===== src/rtl/mul_div_unit_if.sv =====
// -----------------------------------------------------------------------------
// mul_div_unit_if
//   Bundles the issue and result signals between the register-read/writeback
//   stages and the multi-cycle multiply/divide unit.
//
//   w_start      issue request, qualified by w_op_code_6
//   w_op_code_6  SPECIAL_* opcode (MULT/MULTU/DIV/DIVU/MFHI/MFLO)
//   w_input1_x   rs operand: multiplicand / dividend
//   w_input2_x   rt operand: multiplier / divisor
//   w_busy       operation in flight, pipeline stall request
//   w_done       one-cycle pulse when HI/LO are updated
//   w_hi_x       HI register
//   w_lo_x       LO register
//   w_output_x   MFHI/MFLO read data
//
//   master: issuing pipeline side, slave: the unit itself.
// -----------------------------------------------------------------------------
interface mul_div_unit_if #(
  parameter int WIDTH = 32
);
  logic             w_start;
  logic [5:0]       w_op_code_6;
  logic [WIDTH-1:0] w_input1_x;
  logic [WIDTH-1:0] w_input2_x;
  logic             w_busy;
  logic             w_done;
  logic [WIDTH-1:0] w_hi_x;
  logic [WIDTH-1:0] w_lo_x;
  logic [WIDTH-1:0] w_output_x;

  modport master (
    output w_start, w_op_code_6, w_input1_x, w_input2_x,
    input  w_busy, w_done, w_hi_x, w_lo_x, w_output_x
  );

  modport slave (
    input  w_start, w_op_code_6, w_input1_x, w_input2_x,
    output w_busy, w_done, w_hi_x, w_lo_x, w_output_x
  );
endinterface


===== src/rtl/mul_div_unit.sv =====
// -----------------------------------------------------------------------------
// mul_div_unit
//   Multi-cycle multiply/divide unit holding the architectural HI/LO
//   registers. MULT/MULTU use shift-add, DIV/DIVU use restoring division,
//   one bit per cycle. Results land in HI/LO WIDTH+1 cycles after issue.
//   MFHI/MFLO are served combinationally from HI/LO.
//
//   clock    rising-edge clock
//   reset_n  asynchronous active-low reset, aborts any operation in flight
//   bus      mul_div_unit_if slave: issue operands in, busy/done/HI/LO/read
//            data out
// -----------------------------------------------------------------------------
module mul_div_unit #(
  parameter int WIDTH = 32
) (
  input  logic          clock,
  input  logic          reset_n,
  mul_div_unit_if.slave bus
);

  localparam logic [5:0] SPECIAL_MFHI  = 6'h10;
  localparam logic [5:0] SPECIAL_MFLO  = 6'h12;
  localparam logic [5:0] SPECIAL_MULT  = 6'h18;
  localparam logic [5:0] SPECIAL_MULTU = 6'h19;
  localparam logic [5:0] SPECIAL_DIV   = 6'h1a;
  localparam logic [5:0] SPECIAL_DIVU  = 6'h1b;

  localparam int CW = $clog2(WIDTH + 1);

  typedef enum logic [1:0] {
    ST_IDLE,
    ST_MUL,
    ST_DIV,
    ST_FIX
  } state_t;

  state_t state, next_state;

  logic [CW-1:0]      count;
  logic [2*WIDTH-1:0] acc;
  logic [WIDTH-1:0]   op_hold;
  logic [WIDTH-1:0]   raw_a;
  logic [WIDTH-1:0]   hi_q;
  logic [WIDTH-1:0]   lo_q;
  logic               neg_lo;
  logic               neg_hi;
  logic               div_zero;
  logic               is_div;
  logic               done_q;

  logic               issue_ok;
  logic               is_mul_op;
  logic               is_div_op;
  logic               is_signed_op;
  logic               a_neg;
  logic               b_neg;
  logic [WIDTH-1:0]   a_mag;
  logic [WIDTH-1:0]   b_mag;
  logic [WIDTH:0]     mul_sum;
  logic [WIDTH:0]     div_trial;
  logic [2*WIDTH-1:0] product;
  logic [WIDTH-1:0]   quot;
  logic [WIDTH-1:0]   rem;

  // Opcode decode and operand magnitudes. Unsigned ops never flag a sign,
  // so their operands pass through untouched.
  always_comb begin
    is_mul_op    = (bus.w_op_code_6 == SPECIAL_MULT) || (bus.w_op_code_6 == SPECIAL_MULTU);
    is_div_op    = (bus.w_op_code_6 == SPECIAL_DIV)  || (bus.w_op_code_6 == SPECIAL_DIVU);
    is_signed_op = (bus.w_op_code_6 == SPECIAL_MULT) || (bus.w_op_code_6 == SPECIAL_DIV);
    a_neg        = is_signed_op & bus.w_input1_x[WIDTH-1];
    b_neg        = is_signed_op & bus.w_input2_x[WIDTH-1];
    a_mag        = a_neg ? -bus.w_input1_x : bus.w_input1_x;
    b_mag        = b_neg ? -bus.w_input2_x : bus.w_input2_x;
  end

  // Per-iteration arithmetic. The multiplier sits in the low half of acc and
  // is consumed LSB-first; the dividend sits in the low half and is shifted
  // into the partial remainder MSB-first. The extra bit holds the carry of
  // the add or the borrow of the trial subtract.
  always_comb begin
    mul_sum   = {1'b0, acc[2*WIDTH-1:WIDTH]} + (acc[0] ? {1'b0, op_hold} : {(WIDTH+1){1'b0}});
    div_trial = acc[2*WIDTH-1:WIDTH-1] - {1'b0, op_hold};
    product   = neg_lo ? -acc : acc;
    quot      = neg_lo ? -acc[WIDTH-1:0] : acc[WIDTH-1:0];
    rem       = neg_hi ? -acc[2*WIDTH-1:WIDTH] : acc[2*WIDTH-1:WIDTH];
  end

  // State register; reset drops any operation in flight at once.
  always_ff @(posedge clock or negedge reset_n) begin
    if (!reset_n) begin
      state <= ST_IDLE;
    end else begin
      state <= next_state;
    end
  end

  // Next-state logic. Starts are only taken in IDLE, so a start that
  // coincides with FIX or arrives while busy is simply not seen.
  always_comb begin
    next_state = state;
    issue_ok   = 1'b0;
    case (state)
      ST_IDLE: begin
        if (bus.w_start && (is_mul_op || is_div_op)) begin
          issue_ok   = 1'b1;
          next_state = is_mul_op ? ST_MUL : ST_DIV;
        end
      end
      ST_MUL, ST_DIV: begin
        if (count == CW'(1)) begin
          next_state = ST_FIX;
        end
      end
      ST_FIX:  next_state = ST_IDLE;
      default: next_state = ST_IDLE;
    endcase
  end

  // Datapath: operand latch on issue, one iteration per MUL/DIV cycle, and
  // sign fix-up plus HI/LO write in FIX. Divide by zero bypasses the
  // iteration result so HI returns the raw dividend.
  always_ff @(posedge clock or negedge reset_n) begin
    if (!reset_n) begin
      count    <= '0;
      acc      <= '0;
      op_hold  <= '0;
      raw_a    <= '0;
      hi_q     <= '0;
      lo_q     <= '0;
      neg_lo   <= 1'b0;
      neg_hi   <= 1'b0;
      div_zero <= 1'b0;
      is_div   <= 1'b0;
      done_q   <= 1'b0;
    end else begin
      done_q <= (state == ST_FIX);
      case (state)
        ST_IDLE: begin
          if (issue_ok) begin
            count    <= CW'(WIDTH);
            acc      <= {{WIDTH{1'b0}}, (is_mul_op ? b_mag : a_mag)};
            op_hold  <= is_mul_op ? a_mag : b_mag;
            raw_a    <= bus.w_input1_x;
            neg_lo   <= a_neg ^ b_neg;
            neg_hi   <= a_neg;
            div_zero <= is_div_op && (bus.w_input2_x == '0);
            is_div   <= is_div_op;
          end
        end
        ST_MUL: begin
          acc   <= {mul_sum, acc[WIDTH-1:1]};
          count <= count - CW'(1);
        end
        ST_DIV: begin
          if (div_trial[WIDTH]) begin
            acc <= {acc[2*WIDTH-2:0], 1'b0};
          end else begin
            acc <= {div_trial[WIDTH-1:0], acc[WIDTH-2:0], 1'b1};
          end
          count <= count - CW'(1);
        end
        ST_FIX: begin
          if (is_div) begin
            if (div_zero) begin
              hi_q <= raw_a;
              lo_q <= '1;
            end else begin
              hi_q <= rem;
              lo_q <= quot;
            end
          end else begin
            hi_q <= product[2*WIDTH-1:WIDTH];
            lo_q <= product[WIDTH-1:0];
          end
        end
        default: ;
      endcase
    end
  end

  // Status and read port. While busy, MFHI/MFLO still see the last
  // completed result; the pipeline is stalled on w_busy anyway.
  always_comb begin
    bus.w_busy = (state != ST_IDLE);
    bus.w_done = done_q;
    bus.w_hi_x = hi_q;
    bus.w_lo_x = lo_q;
    if (bus.w_op_code_6 == SPECIAL_MFHI) begin
      bus.w_output_x = hi_q;
    end else if (bus.w_op_code_6 == SPECIAL_MFLO) begin
      bus.w_output_x = lo_q;
    end else begin
      bus.w_output_x = '0;
    end
  end

endmodule


===== src/flat_wrapper.sv =====
// flat-port wrapper written by rule: the top's interface ports become plain ports
module mul_div_unit_flat 
#(
  parameter int WIDTH = 32
)
  (clock, reset_n, bus_w_start, bus_w_op_code_6, bus_w_input1_x, bus_w_input2_x, bus_w_busy, bus_w_done, bus_w_hi_x, bus_w_lo_x, bus_w_output_x);
  mul_div_unit_if #(.WIDTH(WIDTH)) bus_i ();
  input  logic clock;
  input  logic reset_n;
  input wire logic [$bits(bus_i.w_start)-1:0] bus_w_start;
  input wire logic [$bits(bus_i.w_op_code_6)-1:0] bus_w_op_code_6;
  input wire logic [$bits(bus_i.w_input1_x)-1:0] bus_w_input1_x;
  input wire logic [$bits(bus_i.w_input2_x)-1:0] bus_w_input2_x;
  output wire logic [$bits(bus_i.w_busy)-1:0] bus_w_busy;
  output wire logic [$bits(bus_i.w_done)-1:0] bus_w_done;
  output wire logic [$bits(bus_i.w_hi_x)-1:0] bus_w_hi_x;
  output wire logic [$bits(bus_i.w_lo_x)-1:0] bus_w_lo_x;
  output wire logic [$bits(bus_i.w_output_x)-1:0] bus_w_output_x;
  assign bus_i.w_start = bus_w_start;
  assign bus_i.w_op_code_6 = bus_w_op_code_6;
  assign bus_i.w_input1_x = bus_w_input1_x;
  assign bus_i.w_input2_x = bus_w_input2_x;
  assign bus_w_busy = bus_i.w_busy;
  assign bus_w_done = bus_i.w_done;
  assign bus_w_hi_x = bus_i.w_hi_x;
  assign bus_w_lo_x = bus_i.w_lo_x;
  assign bus_w_output_x = bus_i.w_output_x;
  mul_div_unit #(.WIDTH(WIDTH)) u_core (.clock(clock), .reset_n(reset_n), .bus(bus_i));
endmodule

===== config.mk =====
export PLATFORM = sky130hd
export DESIGN_NAME = mul_div_unit_flat
export DESIGN_NICKNAME = d
export VERILOG_FILES = /design/src/rtl/mul_div_unit_if.sv /design/src/rtl/mul_div_unit.sv /design/src/flat_wrapper.sv
export SDC_FILE = /design/constraint.sdc
export NUM_CORES = 1
export LEC_CHECK = 0
export CORE_UTILIZATION = 59
export DETAILED_ROUTE_END_ITERATION = 6
export PLACE_DENSITY = 0.84
export SLEW_MARGIN = 25
export SYNTH_ARGS = -nofsm -noshare
export SYNTH_HDL_FRONTEND = slang
export SYNTH_SLANG_ARGS = --single-unit

===== constraint.sdc =====
create_clock -name clock -period 4.72 [get_ports clock]
set_input_delay 0.944 -clock clock [delete_from_list [all_inputs] [get_ports clock]]
set_output_delay 0.944 -clock clock [all_outputs]
set_load 0.01 [all_outputs]

### Yosys cells after proc, flatten, opt, wreduce, memory -nomap -nowiden

Cells that the tools add are included.

| storage, ports and cells | value |
|---|---|
| bits in registers | 205 |
| output and inout port bits | 98 |

| cells by class | value |
|---|---|
| add/sub/neg operators | 8 |
| multiplexer cells | 25 |
| reduce and logical (&&, ||, !) cells | 16 |
| equality and inequality tests | 13 |
| bitwise operators | 3 |

Operator list:

| kind | count |
|---|---|
| two-way mux 32 bit | 13 |
| two-way mux 64 bit | 3 |
| case mux 64 bit (3 select lines) | 1 |
| negator 32 bit | 4 |
| negator 64 bit | 1 |
| == test 6 x 5 -> 1 bit, second input constant | 6 |
| adder 32 x 33 -> 33 bit | 1 |
| subtractor 33 x 32 -> 33 bit | 1 |
| zero test 32 bit | 1 |
| case mux 6 bit (2 select lines) | 1 |
| AND reduction 2 bit | 4 |
| == test 6 x 1 -> 1 bit, second input constant | 1 |
| two-way mux 2 bit | 3 |
| two-way mux 6 bit | 1 |
| inequality test 2 x 1 -> 1 bit, second input constant | 3 |
| case mux 2 bit (3 select lines) | 1 |
| subtractor 6 x 1 -> 6 bit, second input constant | 1 |
| == test 2 bit, second input constant | 2 |
| logical OR 1 bit | 4 |
| nonzero test 2 bit | 2 |
| nonzero test 3 bit | 1 |
| bitwise AND 1 bit | 2 |
| == test 2 x 1 -> 1 bit, second input constant | 1 |
| logical AND 1 bit | 2 |
| 4 further kinds | 5 |

### Logic depth before layout (Yosys ltp)

Gate-level depths: netlist of the first run.

| logic depth | value |
|---|---|
| depth in word-level cells | 8 |
| depth in mapped cells | 14 |
| mapped depth without buffers | 13 |

### Worst setup path before layout of the first run

OpenSTA, ideal clock, no wires.

| path | value |
|---|---|
| path kind | input to register |
| start point | input bus_w_input1_x[11] |
| end point | register u_core.acc[28] |
| stages | 10 |
| library setup time | 0.126 ns |
| buffers on the path | 1 |
| slack | 1.393 ns |
| arrival | 3.201 ns |
| path through | or4_1 or2_2 clkbuf_1 o41a_1 o21bai_1 a21oi_1 xnor2_1 nand2_1 o21ai_0 a221o_1 |

| between the ends | value |
|---|---|
| cells in the longest elaborated chain, start to end | 5 |

Ends and longest elaborated chain:

| element | RTL line | RTL |
|---|---|---|
| from (decl) | flat_wrapper.sv:12 | `input wire logic [$bits(bus_i.w_input1_x)-1:0] bus_w_input1_x;` |
| negator 32 bit | mul_div_unit.sv:73 | `a_mag = a_neg ? -bus.w_input1_x : bus.w_input1_x;` |
| two-way mux 32 bit | mul_div_unit.sv:73 |  |
| two-way mux 32 bit | mul_div_unit.sv:142 | `acc <= {{WIDTH{1'b0}}, (is_mul_op ? b_mag : a_mag)};` |
| two-way mux 64 bit | mul_div_unit.sv:140 | `if (issue_ok) begin` |
| case mux 64 bit (3 select lines) | mul_div_unit.sv:138 | `case (state)` |
| to (signal assigned) | mul_div_unit.sv:142 |  |
| to (signal assigned) | mul_div_unit.sv:152 | `acc <= {mul_sum, acc[WIDTH-1:1]};` |
| to (signal assigned) | mul_div_unit.sv:157 | `acc <= {acc[2*WIDTH-2:0], 1'b0};` |
| to (decl) | mul_div_unit.sv:40 | `logic [2*WIDTH-1:0] acc;` |

No other way between the ends. The select of a mux whose other input is x is not followed.
A chain may end at the register's enable or synchronous reset.

### Final worst setup path of the first run

| path | value |
|---|---|
| start point | register u_core.acc[0] |
| end point | register u_core.hi_q[8] (netlist: u_core.bus.w_hi_x[8]) |

| between the ends | value |
|---|---|
| cells in the longest elaborated chain, start to end | 3 |

Ends and longest elaborated chain:

| element | RTL line | RTL |
|---|---|---|
| negator 64 bit | mul_div_unit.sv:84 | `product = neg_lo ? -acc : acc;` |
| two-way mux 64 bit | mul_div_unit.sv:84 |  |
| two-way mux 32 bit | mul_div_unit.sv:164 | `if (is_div) begin` |
| to (signal assigned) | mul_div_unit.sv:166 | `hi_q <= raw_a;` |
| to (signal assigned) | mul_div_unit.sv:169 | `hi_q <= rem;` |
| to (signal assigned) | mul_div_unit.sv:173 | `hi_q <= product[2*WIDTH-1:WIDTH];` |
| to (decl) | mul_div_unit.sv:43 | `logic [WIDTH-1:0] hi_q;` |

No other way between the ends.

==> metrics.md, run 1 <==
| Metric | Value |
|---|---|
| Outcome | `complete, no violations` |
| Drt initial violations | `1940` |
| Worst Path Required | `5.09 ns` |
| Setup Crit Path Kind | `register to register` |
| CP delay by family, top | `simple AND/OR/NAND/NOR gates` |
| Clk_skew | `0.01161 ns` |
| Top sig layer | `met5` |
| Non-Filler Instances | `2673` |
| GRT Util Overall | `0.3878` |
| Global-route wire length before repair | `92.05 mm` |
| Synthesized flop and latch total | `205` |
| Slew margin rel. | `0.3676` |
| Antenna-violating nets left | `0` |
| Area post-placement | `19270 um2` |
| Worst Max-Slew Pin Slew | `0.9386 ns` |
| Die Span Y | `173.6 um` |
| Worst hold margin | `0.4866 ns` |
| Setup crit end kind | `register` |
| Final nets | `2424` |
| Post-CTS Setup Bufs | `0` |
| Most frequent cells in the layout | `nor2_1, nand2_1, a21oi_1` |
| Max-cap viol count | `0` |
| # diodes | `0` |
| PnR Total Power | `14.01 mW` |
| RSZ-0062 raised after global routing | `no` |
| Crit path DAT | `4.42 ns` |
| Metal1 wirelength | `24.21 mm` |
| Pre-Repair DR Iteration Count | `6` |
| Worst path slowest cell | `inv_1` |
| Routed Wire Length | `59.02 mm` |
| Core ar. | `28860 um2` |
| Number of fill cells | `2366` |
| Crit. Startpoint | `u_core.acc[0]` |
| Ys async rst share | `1.000` |
| Reg-to-reg startpoint | `u_core.acc[0]` |
| Largest net degree at the start of global routing | `105` |
| Post-synth EDFFs | `0` |
| Hold Crit Class | `register to register` |
| TritonCTS clock tree | `built` |
| Die Width | `173.6 um` |
| Cell area after synthesis | `17370 um2` |
| Routed len/inst | `22.08 um` |
| Slew Limit Fails | `0` |
| DR WL met2 | `26.30 mm` |
| Seq/Total Area, Yosys | `0.2953` |
| Die ar. | `30130 um2` |
| Crit path time final | `4.052 ns` |
| Sink Count | `205` |
| Total Neg Setup Slack | `0 ns` |
| Synth Instances | `2206` |
| Unique masters post-synth | `72` |
| Design Area, Final | `20130 um2` |
| Detail Placement HPWL | `44.55 mm` |
| Antenna violations before repair | `1` |
| YS warnings | `0` |
| Fin crit share | `0.8585` |
| H-tree depth | `1` |
| Vias in the first global route | `16.33k` |
| Largest stage delay on the critical path | `0.58 ns` |
| Setup violators final | `0` |
| Dpl cells | `2634` |
| PwrDens | `695.8 nW/um2` |
| Synth Flop Type | `dfrtp_1` |
| Initial Util | `0.6019` |
| Hold Vio Cnt, Final | `0` |
| DRC | `0` |
| Most Frequent Cell on Critical Path | `o21ai_0` |
| Post-CTS resize count | `0` |
| Min-Delay Startpoint | `u_core.op_hold[15]` |
| Share of cells above drive strength 1 | `0.06160` |
| Worst Path Max Fanout | `18` |
| Static Leak | `8.519 nW` |
| Worst-path cell chain | `inv_1 > ha_1 > nor4b_1 > nand4b_1 > or3_1 > nand2b_4 > o21ai_0 > xnor2_1 > o211ai_1 > o21ai_0` |
| Clk pin slew, worst setup/hold paths | `0.06 ns` |
| Final Wtd Congestion | `1.007` |
| Total gr overflow | `0` |
| Achievable frequency | `246.8 MHz` |
| Final core occ | `0.6976` |
| Total CTS buffers | `23` |
| Worst Path Buf+Inv | `1` |
| Vias | `17.42k` |
| Post-Syn Nets | `2355` |
| DR WL met3 | `5.602 mm` |
| Max VDD drop | `0.3999 mV` |
| CP startpoint kind | `register` |
| Via density | `6.517` |
| Placement Setup Slack | `0.6502 ns` |
| Row count | `62` |
| Mapped Avg Cell Area | `7.874 um2` |
| # hold bufs at CTS | `0` |
| Clock root buffer | `clkbuf_16` |
| Clock tree buffer depth | `3` |
| # port buffers | `170` |
| I/O pin cnt | `171` |
| Later-pin clock latency in the skew report | `0.53 ns` |
| Layout area overhead | `15.90%` |
| Fin worst setup slack | `0.6679 ns` |
| Commonest non-fill, non-tap cell in the layout | `nor2_1` |
[final timing paths]
path,slack [ns],depth (start not counted),endpoint
max reg2reg,0.67,10,u_core.bus.w_hi_x[8]
min in group asynchronous,0.54,1,u_core.bus.w_hi_x[17]
min reg2reg,0.49,2,u_core.op_hold[15]
min,0.49,2,u_core.op_hold[15]
max,0.67,10,u_core.bus.w_hi_x[8]
max in group asynchronous,3.21,2,u_core.acc[59]
[where the power goes]
group	internal, mW	switching [mW]
Sequential	2.54	1.19
Clock	1.31	0.785
Combinational	3.33	4.86
Total	7.18	6.83
[tightest hold or removal path, stage by stage, from the launching register on]
cell and delay (ns):
dfrtp_1 0.35, nand2_1 0.05, o21ai_0 0.06
[Yosys cell counts (all sizes together) (7+ instances only)]
cell | instances | area share
a22o | 10 | 0.0050
o211ai | 29 | 0.013
o21bai | 9 | 0.0039
a22oi | 48 | 0.021
or3 | 22 | 0.0079
nor2 | 254 | 0.055
inv | 87 | 0.019
a211oi | 15 | 0.0065
nand2b | 24 | 0.0095
a31oi | 16 | 0.0058
or4 | 20 | 0.0097
xnor2 | 91 | 0.046
nand2 | 209 | 0.045
o21ai | 204 | 0.059
o41ai | 18 | 0.0091
buf | 31 | 0.0096
and3 | 7 | 0.0025
dfrtp | 205 | 0.30
xor2 | 103 | 0.052
ha | 74 | 0.053
a21o | 51 | 0.022
mux2 | 37 | 0.024
nor3 | 32 | 0.0092
nor2b | 9 | 0.0032
a21oi | 208 | 0.060
o31ai | 30 | 0.013
nand3 | 28 | 0.0081
mux2i | 84 | 0.048
o221ai | 10 | 0.0050
clkbuf | 130 | 0.029
nor4 | 16 | 0.0058
o21a | 8 | 0.0035
nand4 | 15 | 0.0054
[sequential cells by signal, indices dropped and copies added (netlist names)]
name and cells:
u_core.acc 64, u_core.bus.w_done 1, u_core.bus.w_hi_x 32, u_core.bus.w_lo_x 32, u_core.count 6, u_core.div_zero 1, u_core.is_div 1, u_core.neg_hi 1
u_core.neg_lo 1, u_core.op_hold 32, u_core.raw_a 32, u_core.state 2
[routing by layer]
| metal | GRT usage | vias to the layer above |
|---|---|---|
| met3 | 0.05899 | 170 |
| met4 | 0.1681 | 2 |
| met2 | 0.6128 | 990 |
| li1 | - | 7990 |
| met1 | 0.5290 | 8268 |
| met5 | 0 | - |
[area by class of cell]
class	instances	area, um2	area share
inverter	87	326.6	0.01622
sequential	205	5131	0.2549
timing repair buffer	206	2036	0.1011
clock buffer	26	606.8	0.03014
multi-input combinational	1752	11300	0.5612
tap	384	480.5	0.02387
clock inverter	13	254.0	0.01262
[cells by family (layout without fill, tap and decap cells)]
kind of cell               after synthesis  count (layout)  synth area share
muxes                                  121             121           0.07239
adders and majority gates               76              76           0.05561
and+or+nand+nor                        663             663            0.1742
buffers and inverters                  249             332           0.05741
DFF                                    205             205            0.2953
AOI/OAI and AO/OA                      698             698            0.2472
xor gates and xnor gates               194             194           0.09782
No activity file was read; power rests on OpenSTA's default activity.
==> run 2, diff against run 1 <==
--- a/config.mk
+++ b/config.mk
@@ -5,6 +5,7 @@
 export SDC_FILE = /design/constraint.sdc
 export NUM_CORES = 1
 export LEC_CHECK = 0
+export CORE_ASPECT_RATIO = 1.25
 export CORE_UTILIZATION = 59
 export DETAILED_ROUTE_END_ITERATION = 6
 export PLACE_DENSITY = 0.84
==> run 2 against run 1 <==
  * Design area up 0.24%
  * Flip-flop and latch count is the same
  * Critical path type unchanged
  * Utilization is 0.64 points higher
  * Largest power group unchanged
==> metrics.md, run 2 (synthesis results as in run 1) <==
| Metric | Value |
|---|---|
| Drt initial violations | `1809` |
| Die Span Y | `193.8 um` |
| Total CTS buffers | `24` |
| CP startpoint kind | `register` |
| Achievable frequency | `258.0 MHz` |
| Max-cap viol count | `0` |
| Die ar. | `30140 um2` |
| Static Leak | `8.559 nW` |
| PwrDens | `696.1 nW/um2` |
| Via density | `6.540` |
| Slew Limit Fails | `0` |
| Reg2reg path depth | `13` |
| Clk pin slew, worst setup/hold paths | `0.06 ns` |
| Setup Crit Path Kind | `register to register` |
| Pre-Repair DR Iteration Count | `6` |
| Detail Placement HPWL | `48.33 mm` |
| Clock tree buffer depth | `3` |
| Clock root buffer | `clkbuf_16` |
| Worst-path cell chain | `inv_1 > buf_4 > nor2_1 > ha_1 > a21o_1 > a21oi_1 > a21oi_1 > a211oi_1 > o21a_1 > o21ai_0 > o21a_1 > o31a_1 > o221ai_1` |
| DRC | `0` |
| I/O pin cnt | `171` |
| Routed len/inst | `23.49 um` |
| Worst Max-Slew Pin Slew | `1.064 ns` |
| # diodes | `0` |
| TritonCTS clock tree | `built` |
| Max VDD drop | `0.7709 mV` |
| Worst Path Required | `5.16 ns` |
| Worst path slowest cell | `a211oi_1` |
| CP delay by family, top | `compound AO/OA/AOI/OAI gates` |
| Crit path DAT | `4.32 ns` |
| Max reg flops | `64` |
| Hold Vio Cnt, Final | `0` |
| Slew margin rel. | `0.2908` |
| Antenna violations before repair | `3` |
| GRT Util Overall | `0.4188` |
| Final nets | `2439` |
| Final Wtd Congestion | `1.043` |
| Largest net degree at the start of global routing | `97` |
| Worst hold margin | `0.4828 ns` |
| Most frequent cells in the layout | `nor2_1, nand2_1, a21oi_1` |
| Fin crit share | `0.8212` |
| # hold bufs at CTS | `0` |
| Commonest non-fill, non-tap cell in the layout | `nor2_1` |
| H-tree depth | `1` |
| Layout area overhead | `16.17%` |
| Setup crit end kind | `register` |
| Hold depth | `2` |
| Post-CTS resize count | `0` |
| Worst Path Max Fanout | `28` |
| Total gr overflow | `0` |
| Vias | `17.65k` |
| Largest stage delay on the critical path | `0.48 ns` |
| Later-pin clock latency in the skew report | `0.54 ns` |
| Share of cells above drive strength 1 | `0.06846` |
| Setup violators final | `0` |
| Sink Count | `205` |
| Stages on worst setup path | `13` |
| # port buffers | `170` |
| Row count | `69` |
| Clk_skew | `0.01220 ns` |
| Global-route wire length before repair | `97.07 mm` |
| RSZ-0062 raised after global routing | `no` |
| Number of fill cells | `2375` |
| Hold Crit Class | `register to register` |
| Antenna-violating nets left | `0` |
| Post-CTS Setup Bufs | `0` |
| Vias in the first global route | `16.78k` |
| Core ar. | `28660 um2` |
| Total Neg Setup Slack | `0 ns` |
| Crit path time final | `3.876 ns` |
| Routed Wire Length | `63.38 mm` |
| Die Width | `155.5 um` |
| Biggest register | `u_core.acc` |
| Initial Util | `0.6060` |
| Worst Path Buf+Inv | `2` |
| Outcome | `complete, no violations` |
-- run 2: cell count changes in the layout (fill, tap and decap cells not counted), sizes merged --
cell	change
clkbuf	+3
inv	-1
clkinvlp	+2
buf	+14
clkinv	+5
bufinv	-4
-- run 2: power by group --
group	internal [mW]	leakage (nW)	total, mW	switching [mW]
Clock	1.15	0.398	1.99	0.833
Sequential	2.54	2.54	3.72	1.18
Combinational	3.34	5.62	8.34	5.00
-- run 2: path summary, 6_finish.rpt --
path | startpoint | end | slack [ns]
worst min register to register | u_core.op_hold[10] | u_core.op_hold[10] | 0.48
worst min-delay path | u_core.op_hold[10] | u_core.op_hold[10] | 0.48
max in group asynchronous | reset_n | u_core.op_hold[27] | 3.10
worst max register to register | u_core.acc[0] | u_core.acc[62] | 0.84
min in group asynchronous | reset_n | u_core.count[3] | 0.49
worst max-delay path | u_core.acc[0] | u_core.acc[62] | 0.84
-- run 2: area by class of cell --
cell class | count | area [um2] | share of cell area
Sequential cell | 205 | 5131 | 0.2543
Tap cell | 390 | 488.0 | 0.02418
Timing Repair Buffer | 220 | 2113 | 0.1047
Inverter | 87 | 326.6 | 0.01618
Multi-Input combinational cell | 1752 | 11300 | 0.5600
Clock buffer | 29 | 650.6 | 0.03224
Clock inverter | 15 | 168.9 | 0.008371
-- run 2: tightest hold or removal path: stages (launching register included) --
cell and delay, ns:
dfrtp_1 0.34, nand2_1 0.05, o21ai_0 0.06
-- run 2: stage by stage --
step | power [mW] | util | instance area (um2) | setup slack, ns | std cells
global placement | 11.55 | 0.6753 | 19350 | 0.6064 | 2654
global route | 14.82 | 0.7040 | 20180 | 0.7024 | 2698
finish | 14.05 | 0.7040 | 20180 | 0.8438 | 2698
floorplan | 8.938 | - | 17370 | 1.393 | 2206
CTS | 13.81 | 0.7039 | 20180 | 0.8877 | 2698
detailed placement | 11.78 | 0.6753 | 19360 | 0.5711 | 2654
-- run 2: metal layers --
metal / global-route usage / share of wire
met2: 0.6971 / 0.47
met3: 0.06147 / 0.079
met5: 0 / 0.00050
met4: 0.2469 / 0.068
met1: 0.5127 / 0.38
